===== src/rtl/serial_subtractor_pkg.sv =====
// Shared types and constants for the bit-serial subtractor.
// Latency: n/a (declarations only).
// Backpressure: n/a.
package serial_subtractor_pkg;

    localparam int WIDTH_DEF = 8;

    typedef enum logic [1:0] {
        IDLE = 2'd0,
        RUN  = 2'd1,
        DONE = 2'd2
    } state_t;

endpackage


===== src/rtl/serial_subtractor_if.sv =====
// Operand/result bundle between a requester (master) and the subtractor (slave).
// Latency: n/a (wiring only).
// Backpressure: none; start is only honoured while the slave reports idle.
// Signals: start/a/b driven by master; busy/done/diff/borrow_out/overflow by slave.
interface serial_subtractor_if
    import serial_subtractor_pkg::*;
#(
    parameter int WIDTH = WIDTH_DEF
);
    logic             start;
    logic [WIDTH-1:0] a;
    logic [WIDTH-1:0] b;
    logic             busy;
    logic             done;
    logic [WIDTH-1:0] diff;
    logic             borrow_out;
    logic             overflow;

    modport master (
        output start, a, b,
        input  busy, done, diff, borrow_out, overflow
    );

    modport slave (
        input  start, a, b,
        output busy, done, diff, borrow_out, overflow
    );
endinterface


===== src/rtl/serial_subtractor_full_subtractor.sv =====
// One-bit full subtractor: d = a - b - bin, bout = borrow into the next bit.
// Latency: purely combinational.
// Backpressure: none.
// Ports: a, b, bin in; d, bout out.
module full_subtractor (
    input  logic a,
    input  logic b,
    input  logic bin,
    output logic d,
    output logic bout
);
    assign d    = a ^ b ^ bin;
    assign bout = (~a & b) | (~(a ^ b) & bin);
endmodule


===== src/rtl/serial_subtractor.sv =====
// Bit-serial a-b, LSB first, one bit per cycle; reports diff, borrow and signed overflow.
// Latency: WIDTH cycles from accepting edge to done; done pulses for one cycle.
// Backpressure: start is sampled only in IDLE; requests in RUN/DONE are dropped.
// Ports: clk, rst_n (async, active-low), bus (slave modport of serial_subtractor_if).
module serial_subtractor
    import serial_subtractor_pkg::*;
#(
    parameter int WIDTH = WIDTH_DEF
) (
    input  logic              clk,
    input  logic              rst_n,
    serial_subtractor_if.slave bus
);
    localparam int CW = $clog2(WIDTH) + 1;

    state_t           state;
    logic [WIDTH-1:0] a_sh;
    logic [WIDTH-1:0] b_sh;
    logic [WIDTH-1:0] res;
    logic             bin_q;
    logic [CW-1:0]    cnt;
    // Operand sign bits kept aside because the shift registers lose them.
    logic             a_msb;
    logic             b_msb;

    logic             busy_q;
    logic             done_q;
    logic [WIDTH-1:0] diff_q;
    logic             borrow_q;
    logic             ovf_q;

    logic             d_bit;
    logic             bout_bit;
    logic [WIDTH-1:0] res_next;

    full_subtractor u_fs (
        .a    (a_sh[0]),
        .b    (b_sh[0]),
        .bin  (bin_q),
        .d    (d_bit),
        .bout (bout_bit)
    );

    // New bit enters at the MSB so after WIDTH shifts bit 0 sits at the LSB.
    assign res_next = {d_bit, res[WIDTH-1:1]};

    always_ff @(posedge clk or negedge rst_n) begin
        if (!rst_n) begin
            state    <= IDLE;
            a_sh     <= '0;
            b_sh     <= '0;
            res      <= '0;
            bin_q    <= 1'b0;
            cnt      <= '0;
            a_msb    <= 1'b0;
            b_msb    <= 1'b0;
            busy_q   <= 1'b0;
            done_q   <= 1'b0;
            diff_q   <= '0;
            borrow_q <= 1'b0;
            ovf_q    <= 1'b0;
        end else begin
            case (state)
                IDLE: begin
                    done_q <= 1'b0;
                    if (bus.start) begin
                        a_sh   <= bus.a;
                        b_sh   <= bus.b;
                        a_msb  <= bus.a[WIDTH-1];
                        b_msb  <= bus.b[WIDTH-1];
                        bin_q  <= 1'b0;
                        cnt    <= '0;
                        busy_q <= 1'b1;
                        state  <= RUN;
                    end
                end
                RUN: begin
                    a_sh  <= a_sh >> 1;
                    b_sh  <= b_sh >> 1;
                    res   <= res_next;
                    bin_q <= bout_bit;
                    cnt   <= cnt + CW'(1);
                    if (cnt == CW'(WIDTH - 1)) begin
                        // d_bit here is the result MSB.
                        diff_q   <= res_next;
                        borrow_q <= bout_bit;
                        ovf_q    <= (a_msb != b_msb) && (d_bit != a_msb);
                        busy_q   <= 1'b0;
                        done_q   <= 1'b1;
                        state    <= DONE;
                    end
                end
                DONE: begin
                    done_q <= 1'b0;
                    state  <= IDLE;
                end
                default: begin
                    busy_q <= 1'b0;
                    done_q <= 1'b0;
                    state  <= IDLE;
                end
            endcase
        end
    end

    assign bus.busy       = busy_q;
    assign bus.done       = done_q;
    assign bus.diff       = diff_q;
    assign bus.borrow_out = borrow_q;
    assign bus.overflow   = ovf_q;

endmodule


===== src/flat_wrapper.sv =====
// flat-port wrapper written by rule: the top's interface ports become plain ports
module serial_subtractor_flat import serial_subtractor_pkg::*;
#(
    parameter int WIDTH = WIDTH_DEF
)
  (clk, rst_n, bus_start, bus_a, bus_b, bus_busy, bus_done, bus_diff, bus_borrow_out, bus_overflow);
  serial_subtractor_if #(.WIDTH(WIDTH)) bus_i ();
  input  logic clk;
  input  logic rst_n;
  input wire logic [$bits(bus_i.start)-1:0] bus_start;
  input wire logic [$bits(bus_i.a)-1:0] bus_a;
  input wire logic [$bits(bus_i.b)-1:0] bus_b;
  output wire logic [$bits(bus_i.busy)-1:0] bus_busy;
  output wire logic [$bits(bus_i.done)-1:0] bus_done;
  output wire logic [$bits(bus_i.diff)-1:0] bus_diff;
  output wire logic [$bits(bus_i.borrow_out)-1:0] bus_borrow_out;
  output wire logic [$bits(bus_i.overflow)-1:0] bus_overflow;
  assign bus_i.start = bus_start;
  assign bus_i.a = bus_a;
  assign bus_i.b = bus_b;
  assign bus_busy = bus_i.busy;
  assign bus_done = bus_i.done;
  assign bus_diff = bus_i.diff;
  assign bus_borrow_out = bus_i.borrow_out;
  assign bus_overflow = bus_i.overflow;
  serial_subtractor #(.WIDTH(WIDTH)) u_core (.clk(clk), .rst_n(rst_n), .bus(bus_i));
endmodule

===== config.mk =====
export PLATFORM = sky130hd
export DESIGN_NAME = serial_subtractor_flat
export DESIGN_NICKNAME = d
export VERILOG_FILES = /design/src/rtl/serial_subtractor_pkg.sv /design/src/rtl/serial_subtractor_if.sv /design/src/rtl/serial_subtractor_full_subtractor.sv /design/src/rtl/serial_subtractor.sv /design/src/flat_wrapper.sv
export SDC_FILE = /design/constraint.sdc
export NUM_CORES = 1
export LEC_CHECK = 0
export ABC_AREA = 1
export ABC_CLOCK_PERIOD_IN_PS = 1500
export CORE_UTILIZATION = 41
export DETAILED_ROUTE_END_ITERATION = 10
export PLACE_DENSITY = 0.67
export SYNTH_ARGS = -nofsm -noshare
export SYNTH_HDL_FRONTEND = slang
export SYNTH_SLANG_ARGS = --single-unit
export TNS_END_PERCENT = 50

===== constraint.sdc =====
create_clock -name clk -period 1.5 [get_ports clk]
set_clock_uncertainty 0.1 [all_clocks]
set_input_delay 0.3 -clock clk [delete_from_list [all_inputs] [get_ports clk]]
set_output_delay 0.3 -clock clk [all_outputs]
set_load 0.03 [all_outputs]

==> metrics.log <==
INFO  metric hold_viol_final = 0
INFO  metric fin_nets = roughly 290
INFO  metric synth_top_cells_by_area = sky130_fd_sc_hd__dfrtp_1 57%, sky130_fd_sc_hd__nand2_1 23%, sky130_fd_sc_hd__o21ai_0 3.6%
INFO  metric detailed_place.area = between 2000 and 2500 sq um
INFO  metric regToRegEndpoint = u_core.bus.diff[7]$_DFFE_PN0P_
INFO  metric cp-end-kind = flop
INFO  metric final-setup-viol-count = 0
INFO  metric clock.fmax = between 600 and 700 MHz
INFO  metric reg2reg_slack = between 0.02 and 0.03 ns
INFO  metric die_width = roughly 70 um
INFO  metric pwr-share-comb = 0.466
INFO  metric hold-path-cell-count = 2
INFO  metric ys_seq_elements = 44
INFO  metric synth_top_cell_by_area = sky130_fd_sc_hd__dfrtp_1
INFO  metric clock_insertion_delay_worst_skew = between 0.2 and 0.3 ns
INFO  metric final.period_utilization = 0.9807
INFO  metric worstReg2RegStart = u_core.a_sh[0]$_DFFE_PN0P_
INFO  metric critPathMaxFanout = 3
INFO  metric setup_tns = 0 ns
INFO  metric cp_max_stage_cell = sky130_fd_sc_hd__fa_1
INFO  metric syn_avg_cell_area = ~8.5 sq um
INFO  metric antenna_cells = 0
INFO  metric ctsLongestPathBuffers = 2
INFO  metric io-pin-count = 31
INFO  metric remaining_drc_errors = 0
INFO  metric dpl.cell_count = 314
INFO  metric vdd_ir_drop_max = 1.070 mV
INFO  metric area_of_the_core = around 4400 sq um
INFO  metric first_global_vias = approximately 1400
INFO  metric total_routed_wirelength = approximately 3.6 mm
INFO  metric clock_buffer_count_from_cts = 5
INFO  metric min_period = between 1 and 1.5 ns
INFO  metric final_layout_size_suffix_gt1_frac = 0.1397
INFO  metric synthesis.instances = around 230
INFO  metric ys_seq_area_frac = 0.5670
INFO  metric power_report.internal_total = about 3.1 mW
INFO  metric wire_length_of_the_first_global_routing_pass = 6.506 mm
INFO  metric outcome = completed
INFO  metric post_layout_nonfiller_instances = 324
INFO  metric share_seq_of_total_power = 0.387
INFO  metric clock_sinks = 44
INFO  metric netlist-cell-type-count = 18
INFO  metric timing.hold.worst_endpoint = u_core.bus.diff[3]$_DFFE_PN0P_
INFO  metric rows = 24
INFO  metric fillers = between 400 and 500
INFO  metric design.die.area = around 5000 sq um
INFO  metric syn-num-nets = 250
INFO  metric p_switching = between 2 and 2.5 mW
INFO  metric final_area = 2476 sq um
INFO  metric synth-async-reset-ratio = 1.000
INFO  metric buffer_ports.inserted = 30
INFO  metric synth_flop_cell = sky130_fd_sc_hd__dfrtp_1
INFO  metric antenna_found_initial = 0
INFO  metric max_stage_delay = ~0.57 ns
INFO  metric critical_path.cell_chain = fa_1 > inv_2 > buf_4 > o21ai_2
INFO  metric maxSlewHeadroom = 0.8009
INFO  metric synth_top_area_frac = 0.5670
INFO  metric syn2layout_area_growth = 27.51%
INFO  metric detailedRoute.firstIterationViolations = between 90 and 100
INFO  metric ctsRootBufferMaster = sky130_fd_sc_hd__clkbuf_8
INFO  metric firstDrtPassIters = 6
INFO  metric switching_share = 0.4184
INFO  metric die-height = just over 70 um
INFO  metric synth_top_cells_by_count = 118 x sky130_fd_sc_hd__nand2_1, 44 x sky130_fd_sc_hd__dfrtp_1, 17 x sky130_fd_sc_hd__inv_1
INFO  metric place.gp.congestion = ~0.8
INFO  metric ys_warn_count = 0
INFO  metric yosys.cell_count.top_type = sky130_fd_sc_hd__nand2_1
INFO  metric avgViaCountPerCell = roughly 4.6
INFO  metric timing.final.max_slew_violations = 0
INFO  metric min_from = u_core.bus.diff[3]$_DFFE_PN0P_
INFO  metric cts_tree = yes
INFO  metric syn-cell-area = slightly below 2000 sq um
INFO  metric worstSetupStartpointType = flop
INFO  metric clkTransAtPathRegs = 0.09 ns
INFO  metric antenna_violating_nets_left = 0
INFO  metric cellPowerDensity = roughly 2100 nW/um^2
INFO  metric detailroute.via_count = 1500
INFO  metric tightest_slew = about 0.30 ns
INFO  metric dp_hpwl = roughly 2.5 mm
INFO  metric setup_repair_after_global_routing_missed_its_margin = true
INFO  metric critical_path_arrival = 1.59 ns
INFO  metric layout_setup_ws = ~0.029 ns
INFO  metric timing_worst_setup_path_type = flop to flop
INFO  metric timing.hold.worst.class = flop to flop
INFO  metric track_usage = 0.1677
INFO  metric worstRegToRegCells = 4
INFO  metric max_capacitance_violation_total = 0
INFO  metric synth_edf_count = 0
INFO  metric pwr-share-clk = 0.147
INFO  metric route.detailed.wl_per_inst = about 11 um
INFO  metric starting_density = 0.4369
INFO  metric required_time_worst_endpoint = 1.62 ns
INFO  metric pin_count_of_the_biggest_net_entering_global_routing = between 40 and 50
INFO  metric detailedPlace.worstSlack = -0.04184 ns
INFO  metric globalRouteOverflowTotal = 0
INFO  metric p_leak = between 1 and 1.5 nW
INFO  metric clock_tree.htree_level_count = 2
## layout by cell type (no fill, tap or decap), types with 2 or more instances in the layout
cell	netlist	routed
sky130_fd_sc_hd__dlygate4sd2_1	0	7
sky130_fd_sc_hd__o21ai_0	14	14
sky130_fd_sc_hd__nor2_1	4	3
sky130_fd_sc_hd__clkdlybuf4s15_1	0	4
sky130_fd_sc_hd__nand3_1	6	5
sky130_fd_sc_hd__clkdlybuf4s50_1	0	17
sky130_fd_sc_hd__clkinvlp_4	0	2
sky130_fd_sc_hd__clkbuf_8	0	6
sky130_fd_sc_hd__o21ai_2	8	8
sky130_fd_sc_hd__a21oi_1	2	2
sky130_fd_sc_hd__inv_1	17	15
sky130_fd_sc_hd__dfrtp_1	44	44
sky130_fd_sc_hd__inv_2	2	4
sky130_fd_sc_hd__nand2_1	118	118
sky130_fd_sc_hd__buf_4	0	8
sky130_fd_sc_hd__buf_12	0	3
## final cells by class
class                   instances  area [sq um]  area share
flip-flops and latches         44          1101      0.4447
multi-input cells             159         729.5      0.2946
repair buffers                 42         411.6      0.1662
clock buffers                   6         82.58     0.03335
inverters                      19         71.32     0.02880
well taps                      52         65.06     0.02628
clock inverters                 2         15.01    0.006064
## how the worst max path moves through the flow
| stage | cells past startpoint | from | to |
|---|---|---|---|
| after floorplan | 6 | u_core.a_sh[0]$_DFFE_PN0P_ | u_core.bus.overflow$_DFFE_PN0P_ |
| after global placement | 6 | u_core.a_sh[0]$_DFFE_PN0P_ | u_core.bus.overflow$_DFFE_PN0P_ |
| after detailed placement | 6 | u_core.a_sh[0]$_DFFE_PN0P_ | u_core.bus.overflow$_DFFE_PN0P_ |
| after CTS | 7 | u_core.b_sh[0]$_DFFE_PN0P_ | u_core.bus.overflow$_DFFE_PN0P_ |
| after global routing | 6 | u_core.a_sh[0]$_DFFE_PN0P_ | u_core.bus.overflow$_DFFE_PN0P_ |
| final | 4 | u_core.a_sh[0]$_DFFE_PN0P_ | u_core.bus.diff[7]$_DFFE_PN0P_ |
## per-stage QoR
stage	hold slack [ns]	utilization	power (mW)
6_report	0.3756	0.5572	5.246
4_1_cts	0.3816	0.5546	5.253
3_3_place_gp	0.1954	0.5327	4.483
2_1_floorplan	-0.09559	-	3.630
5_1_grt	0.3986	0.5572	5.715
3_5_place_dp	0.1968	0.5327	4.550
## repair_timing
action,4_1_cts,5_1_grt
buffers inserted,0,1
pin swaps,1,4
hold buffers,1,0
endpoints found under the setup margin,14,15
gates resized for setup,15,7
endpoints found under the hold margin,44,0
## power by group through the flow
stage	Sequential, mW	Combinational [mW]	Clock (mW)
final	2.03	2.44	0.771
after detailed placement	2.05	2.50	0
after global placement	2.04	2.44	0
after CTS	2.03	2.42	0.801
after global routing	2.11	2.75	0.862
after floorplan	2.32	1.31	0
## critical path, delay by kind of cell, from the launching register on
family	cells	cell delay [ns]
flip-flops	1	0.41
buffers and inverters	2	0.21
AO/OA/AOI/OAI	1	0.11
adder cells (fa/ha/maj)	1	0.57
## metal layers
layer | GRT usage | vias to the layer above | share of wire | wire, um
met5 | 0 | - | 0 | 0
met2 | 0.2628 | 17 | 0.46 | 1691
li1 | - | 789 | - | -
met3 | 0.03989 | 4 | 0.025 | 93
met1 | 0.2320 | 690 | 0.50 | 1834
met4 | 0.05333 | 0 | 0.0079 | 29
## registers in the layout (all words and copies together) (netlist names), 2 cells and up
signal / count
u_core.state: 2
u_core.bus.diff: 8
u_core.cnt: 4
u_core.res: 7
u_core.b_sh: 8
u_core.a_sh: 8
## cell families (layout without fill, tap and decap cells)
| group | Yosys count | after routing | share of synthesized area |
|---|---|---|---|
| buffers and inverters | 26 | 69 | 0.06121 |
| DFF | 44 | 44 | 0.5670 |
| adders and majority gates | 2 | 2 | 0.01675 |
| and+or+nand+nor | 131 | 131 | 0.2661 |
| AOI/OAI and AO/OA | 26 | 26 | 0.08892 |
Power figures use the tool's default switching activity.
